[src/rtl/m_cnt_pkg.sv]
// Shared definitions for the counter / event-sink family: FSM state encodings
// and a constant log2 helper usable in port and parameter declarations.
`timescale 1ns/1ps
package m_cnt_pkg;

    localparam logic [1:0] ST_IDLE    = 2'b00;
    localparam logic [1:0] ST_ACTIVE  = 2'b01;
    localparam logic [1:0] ST_STALLED = 2'b10;

    // Number of bits needed to hold values 0..value-1 (same result as $clog2).
    function automatic int clog2(input int value);
        int result;
        result = 0;
        for (int v = value - 1; v > 0; v = v >> 1) begin
            result = result + 1;
        end
        return result;
    endfunction

endpackage

[src/rtl/m_sync_ff.sv]
// Multi-flop synchroniser for a single asynchronous level into the clk domain.
// Reset clears every stage so the output starts low after reset release.
`timescale 1ns/1ps
module m_sync_ff #(
    parameter int STAGES = 2
) (
    input  logic clk,
    input  logic rst_n,
    input  logic d,
    output logic q
);

    logic [STAGES-1:0] sync_q;
    logic [STAGES-1:0] sync_d;

    // Shift the sampled level one stage deeper each clock.
    always_comb begin
        sync_d = {sync_q[STAGES-2:0], d};
    end

    // Synchroniser stages with asynchronous clear.
    always_ff @(posedge clk or negedge rst_n) begin
        if (!rst_n) begin
            sync_q <= '0;
        end else begin
            sync_q <= sync_d;
        end
    end

    assign q = sync_q[STAGES-1];

endmodule

[src/rtl/m_toggle_decoder.sv]
// Toggle-encoded event receiver: synchronises TGL_IN, turns each level change
// into a one-cycle EVT, counts events with sticky overflow and watches the line
// for inactivity (IDLE -> ACTIVE -> STALLED). Every output is a flop.
`timescale 1ns/1ps
module m_toggle_decoder
    import m_cnt_pkg::*;
#(
    parameter int WIDTH       = 8,
    parameter int SYNC_STAGES = 2,
    parameter int TIMEOUT     = 1000,
    parameter bit SATURATE    = 1'b0
) (
    input  logic                             CLK,
    input  logic                             RST,
    input  logic                             TGL_IN,
    input  logic                             CLR,
    output logic                             EVT,
    output logic [WIDTH-1:0]                 COUNT,
    output logic                             OVF,
    output logic [1:0]                       STATE,
    output logic [clog2(TIMEOUT+1)-1:0]      IDLE_CNT
);

    localparam int                IDLE_W   = clog2(TIMEOUT + 1);
    localparam logic [IDLE_W-1:0] IDLE_MAX = IDLE_W'(TIMEOUT);
    localparam logic [WIDTH-1:0]  CNT_MAX  = '1;

    logic              sync_last;
    logic              tgl_det;
    logic              prev_q,  prev_d;
    logic              evt_q,   evt_d;
    logic [WIDTH-1:0]  count_q, count_d;
    logic              ovf_q,   ovf_d;
    logic [IDLE_W-1:0] idle_q,  idle_d;
    logic [1:0]        state_q, state_d;

    m_sync_ff #(
        .STAGES (SYNC_STAGES)
    ) u_sync (
        .clk   (CLK),
        .rst_n (RST),
        .d     (TGL_IN),
        .q     (sync_last)
    );

    // A toggle is any difference between the synchronised level and the level seen last cycle.
    always_comb begin
        tgl_det = sync_last ^ prev_q;
        prev_d  = sync_last;
        evt_d   = tgl_det;
    end

    // Event counter: advances the cycle after EVT; CLR wins and drops a coincident event.
    always_comb begin
        count_d = count_q;
        ovf_d   = ovf_q;
        if (CLR) begin
            count_d = '0;
            ovf_d   = 1'b0;
        end else if (evt_q) begin
            if (count_q == CNT_MAX) begin
                ovf_d = 1'b1;
                if (!SATURATE) begin
                    count_d = '0;
                end
            end else begin
                count_d = count_q + WIDTH'(1);
            end
        end
    end

    // Idle timer: zero on a detected toggle (aligned with EVT rising), else count up to TIMEOUT.
    always_comb begin
        idle_d = idle_q;
        if (CLR || tgl_det) begin
            idle_d = '0;
        end else if (idle_q != IDLE_MAX) begin
            idle_d = idle_q + IDLE_W'(1);
        end
    end

    // Activity FSM: stalls when the timer reaches TIMEOUT while ACTIVE; IDLE never times out.
    always_comb begin
        state_d = state_q;
        if (CLR) begin
            state_d = ST_IDLE;
        end else begin
            case (state_q)
                ST_IDLE: begin
                    if (tgl_det) state_d = ST_ACTIVE;
                end
                ST_ACTIVE: begin
                    if (!tgl_det && (idle_d == IDLE_MAX)) state_d = ST_STALLED;
                end
                ST_STALLED: begin
                    if (tgl_det) state_d = ST_ACTIVE;
                end
                default: begin
                    state_d = ST_IDLE;
                end
            endcase
        end
    end

    // All state registers share the asynchronous active-low reset.
    always_ff @(posedge CLK or negedge RST) begin
        if (!RST) begin
            prev_q  <= 1'b0;
            evt_q   <= 1'b0;
            count_q <= '0;
            ovf_q   <= 1'b0;
            idle_q  <= '0;
            state_q <= ST_IDLE;
        end else begin
            prev_q  <= prev_d;
            evt_q   <= evt_d;
            count_q <= count_d;
            ovf_q   <= ovf_d;
            idle_q  <= idle_d;
            state_q <= state_d;
        end
    end

    assign EVT      = evt_q;
    assign COUNT    = count_q;
    assign OVF      = ovf_q;
    assign STATE    = state_q;
    assign IDLE_CNT = idle_q;

endmodule
[config.mk]
export PLATFORM = sky130hd
export DESIGN_NAME = m_toggle_decoder
export DESIGN_NICKNAME = d
export VERILOG_FILES = /design/src/rtl/m_cnt_pkg.sv /design/src/rtl/m_sync_ff.sv /design/src/rtl/m_toggle_decoder.sv
export SDC_FILE = /design/constraint.sdc
export NUM_CORES = 1
export LEC_CHECK = 0
export ABC_CLOCK_PERIOD_IN_PS = 3000
export BUFFER_PORTS_ARGS = -buffer_cell sky130_fd_sc_hd__buf_2
export CORE_MARGIN = 3
export CORE_UTILIZATION = 53
export DETAILED_ROUTE_END_ITERATION = 7
export PLACE_DENSITY = 0.78
export SKIP_CTS_REPAIR_TIMING = 1
export SYNTH_ARGS = -nofsm -noshare
export SYNTH_HDL_FRONTEND = slang
export SYNTH_SLANG_ARGS = --single-unit
[constraint.sdc]
create_clock -name CLK -period 3 [get_ports CLK]
set_input_delay 0.6 -clock CLK [delete_from_list [all_inputs] [get_ports CLK]]
set_output_delay 0.6 -clock CLK [all_outputs]
set_load 0.01 [all_outputs]
==> flow_metrics.env <==
export IMPL_grtUsageTotal=0.197
export IMPL_cts_sinks=25
export IMPL_r2r_cells=7
export IMPL_irDropWorstVdd_uv=523
export IMPL_synth_edf_count=0
export IMPL_ctsRootBufferMaster="clkbuf_4"
export IMPL_synthAdderAreaFrac=0.0301
export IMPL_crit_fanout=10
export IMPL_cp_start_kind="register"
export IMPL_grt_pass1_wl_mm=4.17
export IMPL_avgSynthCellArea_sq_um=9.99
export IMPL_globalRouteMet3Util=0.0545
export IMPL_netlist_instances=125
export IMPL_period_share=0.785
export IMPL_fill_cells=180
export IMPL_dp_cells=172
export IMPL_switching_share=0.263
export IMPL_p_per_area_nw_per_um2=408
export IMPL_synthesis_nets=132
export IMPL_drtAntennaViolNets=0
export IMPL_clock_path_buffers=2
export IMPL_grt_pass1_vias=921
export IMPL_worst_pin_slew_ns=0.538
export IMPL_crit_path_end_kind="register"
export IMPL_portBuffers=25
export IMPL_clockPowerShare=0.266
export IMPL_synthToLayoutAreaGrowth_pct=12.8
export IMPL_grt_busiest_layer="met2"
export IMPL_rsz0062_at_grt="no"
export IMPL_skew_ns=0.00329
export IMPL_synth_seq_cells=25
export IMPL_vias_per_cell=5.62
export IMPL_synth_top_family_by_area="simple AND/OR/NAND/NOR gates"
export IMPL_drive_gt1_frac=0.201
export IMPL_worstPathArrival_ns=2.58
export IMPL_synth_cell_types=34
export IMPL_gp_congestion=0.911
export IMPL_grt_overflow_total=0
export IMPL_cts_buffers_inserted=3
export IMPL_synth_seq_area_share=0.501
export IMPL_synth_area_sq_um=1250
export IMPL_maxCapViolations=0
export IMPL_antennaDiodeCount=0
export IMPL_initial_core_util=0.594
export IMPL_die_h_um=54.5
export IMPL_die_w_um=54.5
export IMPL_synthSimpleGateAreaFrac=0.226
export IMPL_fin_crit_ns=2.36
export IMPL_r2r_slack_ns=0.64
export IMPL_slew_viol_final=0
export IMPL_critPathRequiredTime_ns=3.22
export IMPL_setup_viol=0
export IMPL_wire_per_inst_um=14.3
export IMPL_met1_usage=0.259
export IMPL_drt_iter0_markers=22
export IMPL_fin_nets=157
export IMPL_vias=989
export IMPL_die_area_sq_um=2970
export IMPL_htreeDepth=1
export IMPL_core_area_sq_um=2100
export IMPL_fin_cells=176
export IMPL_comb_power_share=0.101
export IMPL_seqPwrFrac=0.633
export IMPL_routed_wl_mm=2.51
export IMPL_first_pass_iters=4
export IMPL_antenna_found_initial=0
export IMPL_tns_ns=0
export IMPL_grt_max_degree=26
export IMPL_leakage_nw=0.662
export IMPL_ys_warnings_count=0
export IMPL_p_total_w=0.000575
export IMPL_power_switching_w=0.000151
export IMPL_synth_compound_area_share=0.0822
export IMPL_synth_top_flop_cell="dfrtp_1"
export IMPL_crit_type="register to register"
export IMPL_tritoncts="yes"
export IMPL_max_freq_mhz=425
export IMPL_min_path_type="primary input to async pin"
export IMPL_outcome="finished, final reports clean"
export IMPL_p_int_w=0.000424
export IMPL_slew_headroom=0.641
export IMPL_synthMuxAreaShare=0.0200
export IMPL_path_clk_slew_ns=0.14
export IMPL_dp_hpwl_mm=1.88
export IMPL_grt_use_met2=0.331
export IMPL_hold_violations=0
export IMPL_synth_xor_area_frac=0.105
export IMPL_clk_latency_ns=0.32
export IMPL_pin_count=26
export IMPL_num_rows=16
export IMPL_drc_errors=0
export IMPL_ys_async_sr_fraction=1.00
Yosys cell counts, types with 3 or more instances:
cell / number / share of area
dfrtp_1: 25 / 0.50
nor2_1: 24 / 0.072
nand3_1: 8 / 0.032
xor2_1: 8 / 0.056
nand2_1: 7 / 0.021
xnor2_1: 7 / 0.049
a21oi_1: 4 / 0.016
inv_1: 4 / 0.012
ha_1: 3 / 0.030
nand3b_1: 3 / 0.018
layout make-up:
cell class	count	area [sq um]	share of cell area
sequential	25	626	0.444
timing repair buffer	25	125	0.0888
clock buffer	3	22.5	0.0160
tap	27	33.8	0.0240
inverter	4	15.0	0.0107
multi-input combinational	91	579	0.411
clock inverter	1	7.51	0.00533
stage by stage:
step	util	hold slack (ns)	instance area, sq um	setup WS, ns
2_1_floorplan	-	0.304	1250	0.694
3_3_place_gp	0.656	0.333	1380	0.747
3_5_place_dp	0.656	0.353	1380	0.671
4_1_cts	0.670	0.253	1410	0.653
5_1_grt	0.670	0.260	1410	0.558
6_report	0.670	0.237	1410	0.645
layout by cell type, fill, tap and decap left out:
master      synthesis  routed
nand3_1             8       8
nand3b_1            3       3
nor2_1             24      24
buf_2               2      25
nand2_1             7       7
clkinvlp_4          0       1
o2111ai_1           1       1
o32ai_1             1       1
o21ai_0             2       2
a41o_1              1       1
mux2_4              1       1
a211o_1             1       1
a21oi_1             4       4
dfrtp_1            25      25
o21bai_1            1       1
and2_1              1       1
nand2b_1            1       1
or3_1               2       2
and4_1              1       1
clkbuf_4            0       3
nor4_1              1       1
a2111o_1            1       1
ha_1                3       3
or2_1               1       1
nand4b_1            2       2
nor3b_1             2       2
nand4_1             2       2
and3_1              2       2
mux2i_1             1       1
a2bb2oi_1           1       1
o311ai_0            1       1
xnor2_1             7       7
xor2_1              8       8
inv_1               4       4
sequential cells by signal, indices dropped and copies added, names as in the netlist:
signal,count
COUNT,8
EVT,1
IDLE_CNT,10
OVF,1
STATE,2
prev_q,1
u_sync.sync_q,2
cell families after synthesis:
group,after synthesis
multiplexers,2
buffers and inverters,9
adder cells (fa/ha/maj),3
AO/OA/AOI/OAI,14
flip-flops,25
AND/OR/NAND/NOR,57
XOR/XNOR,15
power by group through the flow:
stage / Sequential (W) / Clock (W) / Combinational [W]
after CTS: 0.000364 / 0.000158 / 0.0000598
final: 0.000364 / 0.000153 / 0.0000583
after floorplan: 0.000371 / 0 / 0.0000344
after global routing: 0.000367 / 0.000170 / 0.0000658
after global placement: 0.000369 / 0 / 0.0000572
after detailed placement: 0.000370 / 0 / 0.0000594
path summary, 6_finish.rpt:
kind / startpoint / to
hold / removal: RST / COUNT[0]$_DFFE_PN0P_
hold reg to reg: u_sync.sync_q[0]$_DFF_PN0_ / u_sync.sync_q[1]$_DFF_PN0_
max in group asynchronous: RST / IDLE_CNT[0]$_DFF_PN0_
setup / recovery: IDLE_CNT[0]$_DFF_PN0_ / STATE[0]$_DFFE_PN0P_
setup reg to reg: IDLE_CNT[0]$_DFF_PN0_ / STATE[0]$_DFFE_PN0P_
min in group CLK: u_sync.sync_q[0]$_DFF_PN0_ / u_sync.sync_q[1]$_DFF_PN0_
critical path, cell delays in order (launching register included):
cell,delay [ns]
dfrtp_1,0.52
inv_1,0.12
ha_1,0.14
nand4b_1,0.08
or3_1,0.42
mux2_4,0.33
a2111o_1,0.40
a41o_1,0.24
metal layers:
| metal | part of all wire | routed length, um |
|---|---|---|
| met5 | 0 | 0 |
| met1 | 0.42 | 1060 |
| met3 | 0.073 | 182 |
| met2 | 0.50 | 1250 |
| met4 | 0.0052 | 13 |
Note: power is estimated with default switching activity, not from simulation.
